===== src/rtl/pipe_ctrl_pkg.sv =====
// Shared types and constants for the pipeline stall/flush controller.
//   ctrl_state_e : controller state (RUN, MEM_WAIT)
//   REG_ADDR_W   : register-file address width
//   REG_ZERO     : address of the hard-wired zero register
package pipe_ctrl_pkg;

  typedef enum logic {
    RUN      = 1'b0,
    MEM_WAIT = 1'b1
  } ctrl_state_e;

  localparam int REG_ADDR_W = 5;
  localparam logic [REG_ADDR_W-1:0] REG_ZERO = 5'd0;

endpackage


===== src/rtl/load_use_detect.sv =====
// Combinational load-use hazard detector.
// Inputs : id_rs1/id_rs2 and their use flags (instruction in ID),
//          ex_memread/ex_rd (load sitting in ID_EX).
// Output : lu_hazard, high when the ID instruction reads the register the
//          EX-stage load is about to write. x0 never creates a hazard.
module load_use_detect
  import pipe_ctrl_pkg::*;
(
  input  logic [REG_ADDR_W-1:0] id_rs1,
  input  logic [REG_ADDR_W-1:0] id_rs2,
  input  logic                  id_uses_rs1,
  input  logic                  id_uses_rs2,
  input  logic                  ex_memread,
  input  logic [REG_ADDR_W-1:0] ex_rd,
  output logic                  lu_hazard
);

  logic rs1_match;
  logic rs2_match;

  assign rs1_match = id_uses_rs1 && (ex_rd == id_rs1);
  assign rs2_match = id_uses_rs2 && (ex_rd == id_rs2);
  assign lu_hazard = ex_memread && (ex_rd != REG_ZERO) && (rs1_match || rs2_match);

endmodule


===== src/rtl/pipeline_hazard_ctrl.sv =====
// Central stall/flush controller for the 5-stage pipeline.
// Inputs : ID source registers and use flags, ID_EX load info, EX branch
//          resolution, EX_MEM memory request and data-memory ready.
// Outputs: load enables for PC, IF_ID, ID_EX, EX_MEM; flushes for IF_ID and
//          ID_EX; sticky mem_timeout; saturating stall_count (cycles with
//          pc_write low).
// Control outputs are combinational so they act on the very next edge.
module pipeline_hazard_ctrl
  import pipe_ctrl_pkg::*;
#(
  parameter int MEM_TIMEOUT = 64,
  parameter int STALL_CNT_W = 32
) (
  input  logic                   clk,
  input  logic                   rst,
  input  logic [REG_ADDR_W-1:0]  id_rs1,
  input  logic [REG_ADDR_W-1:0]  id_rs2,
  input  logic                   id_uses_rs1,
  input  logic                   id_uses_rs2,
  input  logic                   ex_memread,
  input  logic [REG_ADDR_W-1:0]  ex_rd,
  input  logic                   ex_branch_taken,
  input  logic                   mem_req,
  input  logic                   dmem_ready,
  output logic                   pc_write,
  output logic                   if_id_write,
  output logic                   id_ex_write,
  output logic                   ex_mem_write,
  output logic                   if_id_flush,
  output logic                   id_ex_flush,
  output logic                   mem_timeout,
  output logic [STALL_CNT_W-1:0] stall_count
);

  localparam int WAIT_W = $clog2(MEM_TIMEOUT + 1);
  localparam logic [WAIT_W-1:0] WAIT_MAX  = WAIT_W'(MEM_TIMEOUT);
  localparam logic [WAIT_W-1:0] WAIT_LAST = WAIT_W'(MEM_TIMEOUT - 1);

  ctrl_state_e       state_reg;
  logic [WAIT_W-1:0] wait_cnt_reg;
  logic              lu_hazard;
  logic              mem_stall;

  assign mem_stall = mem_req && !dmem_ready;

  load_use_detect u_load_use_detect (
    .id_rs1      (id_rs1),
    .id_rs2      (id_rs2),
    .id_uses_rs1 (id_uses_rs1),
    .id_uses_rs2 (id_uses_rs2),
    .ex_memread  (ex_memread),
    .ex_rd       (ex_rd),
    .lu_hazard   (lu_hazard)
  );

  // A memory stall freezes everything and holds pending branch/load-use
  // events; a taken branch squashes the ID instruction so load-use is moot.
  always_comb begin
    pc_write     = 1'b0;
    if_id_write  = 1'b0;
    id_ex_write  = 1'b0;
    ex_mem_write = 1'b0;
    if_id_flush  = 1'b0;
    id_ex_flush  = 1'b0;
    if (rst && !mem_stall) begin
      id_ex_write  = 1'b1;
      ex_mem_write = 1'b1;
      if (ex_branch_taken) begin
        pc_write    = 1'b1;
        if_id_write = 1'b1;
        if_id_flush = 1'b1;
        id_ex_flush = 1'b1;
      end else if (lu_hazard) begin
        // One bubble into ID_EX clears ex_memread, ending the stall.
        id_ex_flush = 1'b1;
      end else begin
        pc_write    = 1'b1;
        if_id_write = 1'b1;
      end
    end
  end

  always_ff @(posedge clk or negedge rst) begin
    if (!rst) begin
      state_reg    <= RUN;
      wait_cnt_reg <= '0;
      mem_timeout  <= 1'b0;
      stall_count  <= '0;
    end else begin
      if (!pc_write && (stall_count != '1)) begin
        stall_count <= stall_count + STALL_CNT_W'(1);
      end
      case (state_reg)
        RUN: begin
          if (mem_stall) begin
            state_reg    <= MEM_WAIT;
            wait_cnt_reg <= WAIT_W'(1);
          end
        end
        MEM_WAIT: begin
          if (!mem_stall) begin
            state_reg    <= RUN;
            wait_cnt_reg <= '0;
          end else begin
            if (wait_cnt_reg == WAIT_LAST) begin
              mem_timeout <= 1'b1;
            end
            if (wait_cnt_reg != WAIT_MAX) begin
              wait_cnt_reg <= wait_cnt_reg + WAIT_W'(1);
            end
          end
        end
        default: begin
          state_reg    <= RUN;
          wait_cnt_reg <= '0;
        end
      endcase
    end
  end

endmodule


===== config.mk =====
export PLATFORM = sky130hd
export DESIGN_NAME = pipeline_hazard_ctrl
export DESIGN_NICKNAME = d
export VERILOG_FILES = /design/src/rtl/pipe_ctrl_pkg.sv /design/src/rtl/load_use_detect.sv /design/src/rtl/pipeline_hazard_ctrl.sv
export SDC_FILE = /design/constraint.sdc
export NUM_CORES = 1
export LEC_CHECK = 0
export CORE_AREA = 2 2 73 75
export CTS_CLUSTER_DIAMETER = 120
export DETAILED_ROUTE_END_ITERATION = 6
export DIE_AREA = 0 0 75 77
export PLACE_DENSITY = 0.78
export SLEW_MARGIN = 20
export SYNTH_ARGS = -nofsm -noshare
export SYNTH_HDL_FRONTEND = slang
export SYNTH_SLANG_ARGS = --single-unit

===== constraint.sdc =====
create_clock -name clk -period 2.7 [get_ports clk]
set_clock_uncertainty 0.1 [all_clocks]
set_input_delay 0.54 -clock clk [delete_from_list [all_inputs] [get_ports clk]]
set_output_delay 0.54 -clock clk [all_outputs]
set_load 0.02 [all_outputs]

# == Word-level counts from Yosys, hierarchy flattened ==
# Index checks and enable logic that the tools add are counted.
# classes
add_sub_neg,2
n_eq_ne,7
muxes,14
bitwise_logic,1
n_reduce_logical,14
# op_table
cell,count
$add A32 B1 Y32 const B,1
$ne A32 B32 Y1 const B,1
$mux W7,3
$pmux W7 S2,1
$eq A5 B5 Y1,2
$mux W1,10
$add A7 B1 Y7 const B,1
$eq A7 B6 Y1 const B,1
$logic_and A1 B1 Y1,7
$ne A7 B7 Y1 const B,1
$reduce_bool A5 Y1,1
$logic_not A1 Y1,3
$ne A3 B2 Y1 const B,1
$reduce_and A3 Y1,1
$ne A2 B2 Y1 const B,1
$reduce_and A2 Y1,1
$logic_or A1 B1 Y1,1
$not A1 Y1,1
# word_totals
ff_bits,41
input_bits,23
out_inout_bits,39
wordCells,42

# == Depth between registers and ports, before layout ==
# Gate-level depths: netlist of the first run.
# depth
word_depth,9
mapped_depth,9
mapped_depth_nobuf,7

# == Hierarchy ==
# Synthesis of the first run repeated with hierarchy kept, for this count alone.
# unflattened
cells_unflattened,207
hier_area_um2,2172.1
# modules_own_cells
mod,instances,cells_each,area_each_um2,seq_area_each_um2
pipeline_hazard_ctrl,1,190,2038.2,1026.0
load_use_detect,1,17,133.9,0.0

# == Worst setup path after synthesis of the first run ==
# OpenSTA, ideal clock, no wires.
# synth_timing
path_kind,in2out
from,input port ex_rd[1]
to,output port pc_write
arrival_time_ns,1.766
t_required_ns,2.060
setup_slack_ns,0.294
stages,5
path_buffers,1
path_cell_list,or4_1 o21ai_1 o21ai_2 nand2_1 buf_4
# synth_via
elab_chain_len,7
elab_cells_between_ends,11
cone_classes,eq/ne: 2; mux: 3; reduce/logical: 6
# synth_rtl
element,line_no,text
from (decl),pipeline_hazard_ctrl.sv:21,"input logic [REG_ADDR_W-1:0] ex_rd,"
$eq A5 B5 Y1 (on tied branches),"load_use_detect.sv:21, load_use_detect.sv:22",
$logic_and A1 B1 Y1 (on tied branches),"load_use_detect.sv:21, load_use_detect.sv:22",
$logic_or A1 B1 Y1,load_use_detect.sv:23,assign lu_hazard = ex_memread && (ex_rd != REG_ZERO) && (rs1_match || rs2_match);
$logic_and A1 B1 Y1 *,load_use_detect.sv:23,
$mux W1 * (3 in a row),n/a,
to (decl),pipeline_hazard_ctrl.sv:25,"output logic pc_write,"
# Every way passes the cells marked *; elsewhere a longest branch is shown, timed or not.

# == Worst setup path in the final report of the first run ==
# layout_timing
from,input port dmem_ready
to,output port if_id_flush
# layout_via
elab_chain_len,5
# layout_rtl
element,line_no,text
from (decl),pipeline_hazard_ctrl.sv:24,"input logic dmem_ready,"
$logic_not A1 Y1,pipeline_hazard_ctrl.sv:44,assign mem_stall = mem_req && !dmem_ready;
$logic_and A1 B1 Y1,pipeline_hazard_ctrl.sv:44,
$logic_not A1 Y1,n/a,
$logic_and A1 B1 Y1,pipeline_hazard_ctrl.sv:65,if (rst && !mem_stall) begin
$mux W1,pipeline_hazard_ctrl.sv:65,
to (decl),pipeline_hazard_ctrl.sv:29,"output logic if_id_flush,"
# Every way passes these cells.

==> results.json, run 1 <==
{
  "status": "finished clean",
  "postSynthRegisterBits": 41,
  "crit_slowest_cell": "clkdlybuf4s50_1",
  "drt.antenna.violating_nets": 0,
  "final_layout_size_suffix_gt1_frac": 0.141,
  "ir_drop_mv": 0.307,
  "timing.final.max_slew_violations": 0,
  "ys.warnings.count": 0,
  "critical_path.reg2reg.endpoint": "stall_count[30]",
  "globalRoute.totalOverflow": 0,
  "cell_rows": 26,
  "fmax_mhz": 381,
  "place.gp.congestion": 0.778,
  "port_buffers": 61,
  "crit_start": "dmem_ready",
  "synth_flop_cell": "dfrtp_1",
  "dr_total_vias": 1896,
  "design.die.area_sq_um": 5780,
  "clock_insertion_delay_worst_skew_ns": 0.29,
  "synth_commonest_cells": "dfrtp_1 (41), xnor2_1 (23), nand4_1 (18), xor2_1 (18), nand2_1 (16)",
  "synth.top_cell.area_share": 0.468,
  "diodes": 0,
  "holdCritPathClass": "in2async",
  "gr-usage-met1": 0.223,
  "r2r_setup_slack_ns": 0.72,
  "worst_path_largest_cell_delay_ns": 0.60,
  "final-setup-viol-count": 0,
  "synth_sequential_area_ratio": 0.468,
  "io-pin-count": 62,
  "grt_usage": 0.182,
  "grt_busiest_layer": "met2",
  "ys_async_sr_fraction": 1.00,
  "power.density_cell_area_nw_per_um2": 493,
  "timing.critical_path.to_type": "output pin",
  "cts_made_buffers": 5,
  "timing.critical_path.required_ns": 2.06,
  "grt_max_degree": 42,
  "maxCapViolCount": 0,
  "first_global_vias": 1856,
  "synthMostInstantiatedCell": "dfrtp_1",
  "clk_transition_reported_paths_ns": 0.08,
  "drc": 0,
  "post_layout_instance_area_sq_um": 3110,
  "max-slew-margin-rel": 0.663,
  "fp.coreArea_sq_um": 4980,
  "synth_nets": 243,
  "worst_hold_slack_ns": 0.232,
  "ff2ff_path_depth": 6,
  "antenna_found_initial": 0,
  "cts.htree.levels": 2,
  "root_buffer": "clkbuf_8",
  "drt-initial-drc-count": 117,
  "vias_per_cell": 5.15,
  "detailedPlace.worstSlack_ns": -0.506,
  "worst_pin_slew_ns": 0.505,
  "synth.largest_area_cell": "dfrtp_1",
  "cp_data_arrival_time_ns": 1.99,
  "layout.nets": 323,
  "global_route.usage.met2": 0.300,
  "cts_hold_buf": 0,
  "average_detailed_routed_wire_length_per_instance_um": 13.1,
  "clock_tree_from_tritoncts": "yes",
  "initial_utilization": 0.441,
  "clock-sinks": 41,
  "worst-setup-path-type": "in2out",
  "crit_path_top_cell_by_count": "clkdlybuf4s50_1",
  "crit_chain": "clkdlybuf4s50_1, nand2b_1, buf_4, and3_1, clkdlybuf4s50_1",
  "crit_end": "if_id_flush",
  "first_pass_grt_wire_length_mm": 8.22,
  "post-route-min-period_ns": 2.63,
  "timing.final.hold_violations": 0,
  "number_of_flip_flops_in_the_largest_register": 32,
  "rsz0062_at_grt": "false",
  "cp-start-kind": "primary input",
  "placed_area_sq_um": 2980,
  "power.static_leakage_nw": 1.41,
  "chipWidth_um": 75,
  "cp_max_fo": 4,
  "post-cts-setup-buffers": 0,
  "route.final.wire_length_mm": 4.83,
  "syn_avg_cell_area_sq_um": 10.1,
  "fp.dieH_um": 77,
  "number_of_standard_cells_after_synthesis": 217,
  "globalRouteMet3Util": 0.0539,
  "worst_slack_ns": 0.0743,
  "synth_cell_area_sq_um": 2190,
  "cts_max_path_buffers": 2,
  "layout_stage_area_growth_over_the_synthesis_result_pct": 41.5,
  "synth_cell_types": 35,
  "synthTopCellsByArea": "dfrtp_1 (47%), xnor2_1 (9.2%), xor2_1 (7.2%)",
  "worst_r2r_startpoint": "stall_count[11]",
  "number_of_flops_mapped_to_enable_cells_by_yosys": 0,
  "dr.pass1.iters": 4,
  "dp.final_hpwl_mm": 3.61,
  "period_share": 0.972
}
-- repair_timing --
action                     CTS  global route
setup endpoints to repair    5             3
resized for setup           20            13
pin swaps                    0             5
-- layout by cell type (no fill, tap or decap), drive strengths merged, types with 6 or more instances in the layout --
cell type	instances
dlymetal6s2s	8
buf	21
nand4	18
and3	9
clkdlybuf4s50	45
nor2	14
nand2	16
inv	9
clkbuf	6
dfrtp	41
nand3	15
xor2	18
xnor2	23
nor4	8
o21ai	11
-- metrics by stage --
| step | instances | power, W | TNS (ns) | utilization |
|---|---|---|---|---|
| after floorplan | 217 | 0.000951 | 0 | - |
| after global placement | 360 | 0.00115 | -1.83 | 0.598 |
| after detailed placement | 360 | 0.00116 | -2.23 | 0.598 |
| after CTS | 368 | 0.00154 | -0.0227 | 0.614 |
| after global routing | 368 | 0.00161 | 0 | 0.624 |
| final | 368 | 0.00153 | 0 | 0.624 |
-- worst max-delay path, delay by kind of cell --
| family | cells | cell delay [ns] |
|---|---|---|
| and+or+nand+nor | 2 | 0.27 |
| buffers and inverters | 3 | 1.18 |
-- layout make-up --
| class | count | area [sq um] |
|---|---|---|
| clock buffers | 6 | 72.6 |
| clock inverters | 2 | 10.0 |
| fillers | 419 | 1870 |
| inverters | 9 | 33.8 |
| multi-input cells | 162 | 1120 |
| flip-flops and latches | 41 | 1030 |
| well taps | 70 | 87.6 |
| repair buffers | 78 | 751 |
-- kinds of logic (layout without fill, tap and decap cells) --
| family | count (synthesis) | after routing | synth area share |
|---|---|---|---|
| AO/OA/AOI/OAI | 18 | 18 | 0.0530 |
| XOR/XNOR | 41 | 41 | 0.164 |
| adder cells (fa/ha/maj) | 3 | 3 | 0.0171 |
| buffers and inverters | 14 | 95 | 0.0393 |
| flip-flops | 41 | 41 | 0.468 |
| multiplexers | 1 | 1 | 0.00513 |
| AND/OR/NAND/NOR | 99 | 99 | 0.254 |
-- worst min path at each step --
stage                           end  slack (ns)  depth (start not counted)
floorplan               mem_timeout        0.14                          0
global placement        mem_timeout        0.35                          2
detailed placement      mem_timeout        0.35                          2
CTS                 wait_cnt_reg[1]        0.25                          2
global route        wait_cnt_reg[0]        0.28                          2
finish              wait_cnt_reg[0]        0.23                          2
-- layer usage --
| layer | up-vias | part of all wire |
|---|---|---|
| met3 | 7 | 0.053 |
| li1 | 919 | - |
| met1 | 907 | 0.43 |
| met2 | 63 | 0.50 |
| met5 | - | 0 |
| met4 | 0 | 0.015 |
-- report_power, final --
group / total, W / switching (W) / internal, W
Combinational: 0.000404 / 0.000198 / 0.000205
Sequential: 0.000738 / 0.0000702 / 0.000668
Clock: 0.000388 / 0.000209 / 0.000179
Total: 0.00153 / 0.000478 / 0.00105
Note: power is estimated with default switching activity, not from simulation.
==> inputs of run 2 (changes only) <==
CTS_CLUSTER_DIAMETER = default   (was 120)
==> results of run 2 <==
The final DEF is identical to that of run 1; final timing and power are the same.
==> inputs of run 3 (changes only) <==
CORE_AREA = 8 8 79 81   (was 2 2 73 75)
DIE_AREA = 0 0 87 89   (was 0 0 75 77)
==> results.json, run 3 (same netlist as run 1, synthesis figures left out) <==
{
  "clock_tree_from_tritoncts": "yes",
  "post-route-min-period_ns": 2.63,
  "holdCritPathClass": "in2async",
  "timing.critical_path.to_type": "output pin",
  "vias_per_cell": 5.14,
  "worst_path_largest_cell_delay_ns": 0.48,
  "design.die.area_sq_um": 7740,
  "drt-initial-drc-count": 92,
  "worst_r2r_startpoint": "stall_count[13]",
  "fp.coreArea_sq_um": 4980,
  "first_pass_grt_wire_length_mm": 8.96,
  "globalRoute.totalOverflow": 0,
  "rsz0062_at_grt": "true",
  "layout.nets": 325,
  "cell_rows": 26,
  "average_detailed_routed_wire_length_per_instance_um": 14.3,
  "ff2ff_path_depth": 6,
  "total_power_w": 0.00166,
  "r2r_setup_slack_ns": 0.70,
  "port_buffers": 61,
  "cp-start-kind": "primary input",
  "root_buffer": "clkbuf_8",
  "first_global_vias": 1964,
  "cts.htree.levels": 2,
  "ir_drop_mv": 0.347,
  "grt_max_degree": 42,
  "totalNegativeSetupSlack_ns": 0,
  "max-slew-margin-rel": 0.654,
  "clock-sinks": 41,
  "dr.pass1.iters": 4,
  "crit_slowest_cell": "clkdlybuf4s50_1",
  "clock_insertion_delay_worst_skew_ns": 0.29,
  "grt_usage": 0.145,
  "maxCapViolCount": 0,
  "number_of_flip_flops_in_the_largest_register": 32,
  "drc": 0,
  "drt.antenna.violating_nets": 0,
  "worst-setup-path-type": "in2out",
  "initial_utilization": 0.441,
  "final-setup-viol-count": 0,
  "timing.critical_path.required_ns": 2.06,
  "timing.final.hold_violations": 0,
  "cts_max_path_buffers": 2,
  "most_common_library_cell_in_the_layout_ignoring_fill_and_taps": "clkdlybuf4s50_1",
  "fp.dieH_um": 89,
  "clk_transition_reported_paths_ns": 0.08,
  "final_layout_size_suffix_gt1_frac": 0.137,
  "layout.cells.most_common_list": "clkdlybuf4s50_1 (50), dfrtp_1 (41), xnor2_1 (23), buf_4 (20), nand4_1 (18)",
  "diodes": 0,
  "cts_made_buffers": 5,
  "cp_data_arrival_time_ns": 1.99,
  "fmax_mhz": 380,
  "post-cts-setup-buffers": 0,
  "timing.final.max_slew_violations": 0,
  "io-pin-count": 62,
  "route.final.wire_length_mm": 5.31,
  "dp.final_hpwl_mm": 4.08,
  "power.static_leakage_nw": 1.37,
  "place.gp.congestion": 0.781,
  "critical_path.reg2reg.endpoint": "stall_count[30]",
  "status": "finished clean",
  "cp_max_fo": 3,
  "dr_total_vias": 1901,
  "number_of_fillers_in_the_final_layout": 423,
  "power.density_cell_area_nw_per_um2": 535,
  "layout_stage_area_growth_over_the_synthesis_result_pct": 41.8,
  "chipWidth_um": 87,
  "period_share": 0.975,
  "crit_chain": "clkdlybuf4s50_1, xor2_1, nor4_4, a221o_2, nand2_2, buf_2",
  "antenna_found_initial": 0,
  "worst_pin_slew_ns": 0.519
}
run 3: changes by cell type in the layout (fill, tap and decap cells not counted), sizes merged:
cell,delta
dlygate4sd2,+1
clkinvlp,+1
buf,+2
dlymetal6s2s,-6
clkdlybuf4s50,+5
bufinv,+1
clkinv,-2
run 3: stage by stage:
step / instances / area [sq um] / utilization / setup slack (ns) / hold slack (ns)
after floorplan: 217 / 2190 / - / 0.294 / 0.144
after global placement: 362 / 2990 / 0.601 / -0.491 / 0.351
after detailed placement: 362 / 2990 / 0.601 / -0.510 / 0.355
after CTS: 370 / 3110 / 0.624 / 0.00530 / 0.257
after global routing: 370 / 3110 / 0.625 / -0.00220 / 0.292
final: 370 / 3110 / 0.625 / 0.0665 / 0.248
run 3: cell type report:
| cell class | instances | area [sq um] | share of cell area |
|---|---|---|---|
| multi-input combinational | 162 | 1100 | 0.352 |
| clock inverter | 2 | 37.5 | 0.0121 |
| timing repair buffer | 80 | 749 | 0.241 |
| inverter | 9 | 33.8 | 0.0109 |
| tap | 70 | 87.6 | 0.0281 |
| clock buffer | 6 | 82.6 | 0.0265 |
| sequential | 41 | 1030 | 0.330 |
run 3: metal layers:
layer  GRT usage  vias up  wire length, um
li1            -      927                -
met1       0.161      900             2210
met2       0.245       66             2540
met3      0.0561        8              464
met4      0.0595        0               97
met5           0        -                0
run 3: power by group:
group	leakage [nW]	total, W	switching (W)	internal [W]
clock network	0.0574	0.000509	0.000209	0.000300
logic	0.775	0.000416	0.000206	0.000210
registers	0.541	0.000739	0.0000711	0.000668
run 3: worst max-delay path by stage:
stage                         start          end  slack, ns
after global routing      id_rs2[4]  id_ex_flush     -0.002
after global placement     ex_rd[1]     pc_write      -0.49
after detailed placement   ex_rd[1]  if_id_write      -0.51
final                     id_rs1[1]  if_id_write       0.07
after floorplan            ex_rd[1]     pc_write       0.29
after CTS                  ex_rd[3]  if_id_write      0.005
run 3: worst max-delay path, delay by kind of cell:
family	cells	cell delay [ns]
buf+inv	2	0.65
xor+xnor	1	0.24
compound gates	1	0.38
simple gates	2	0.19
run 3: timing repair:
item                                    4_1_cts  5_1_grt
hold buffers                                  0        0
gates cloned                                  0        0
endpoints found under the setup margin        5        3
resized for setup                            22        2
pin swaps                                     1        3
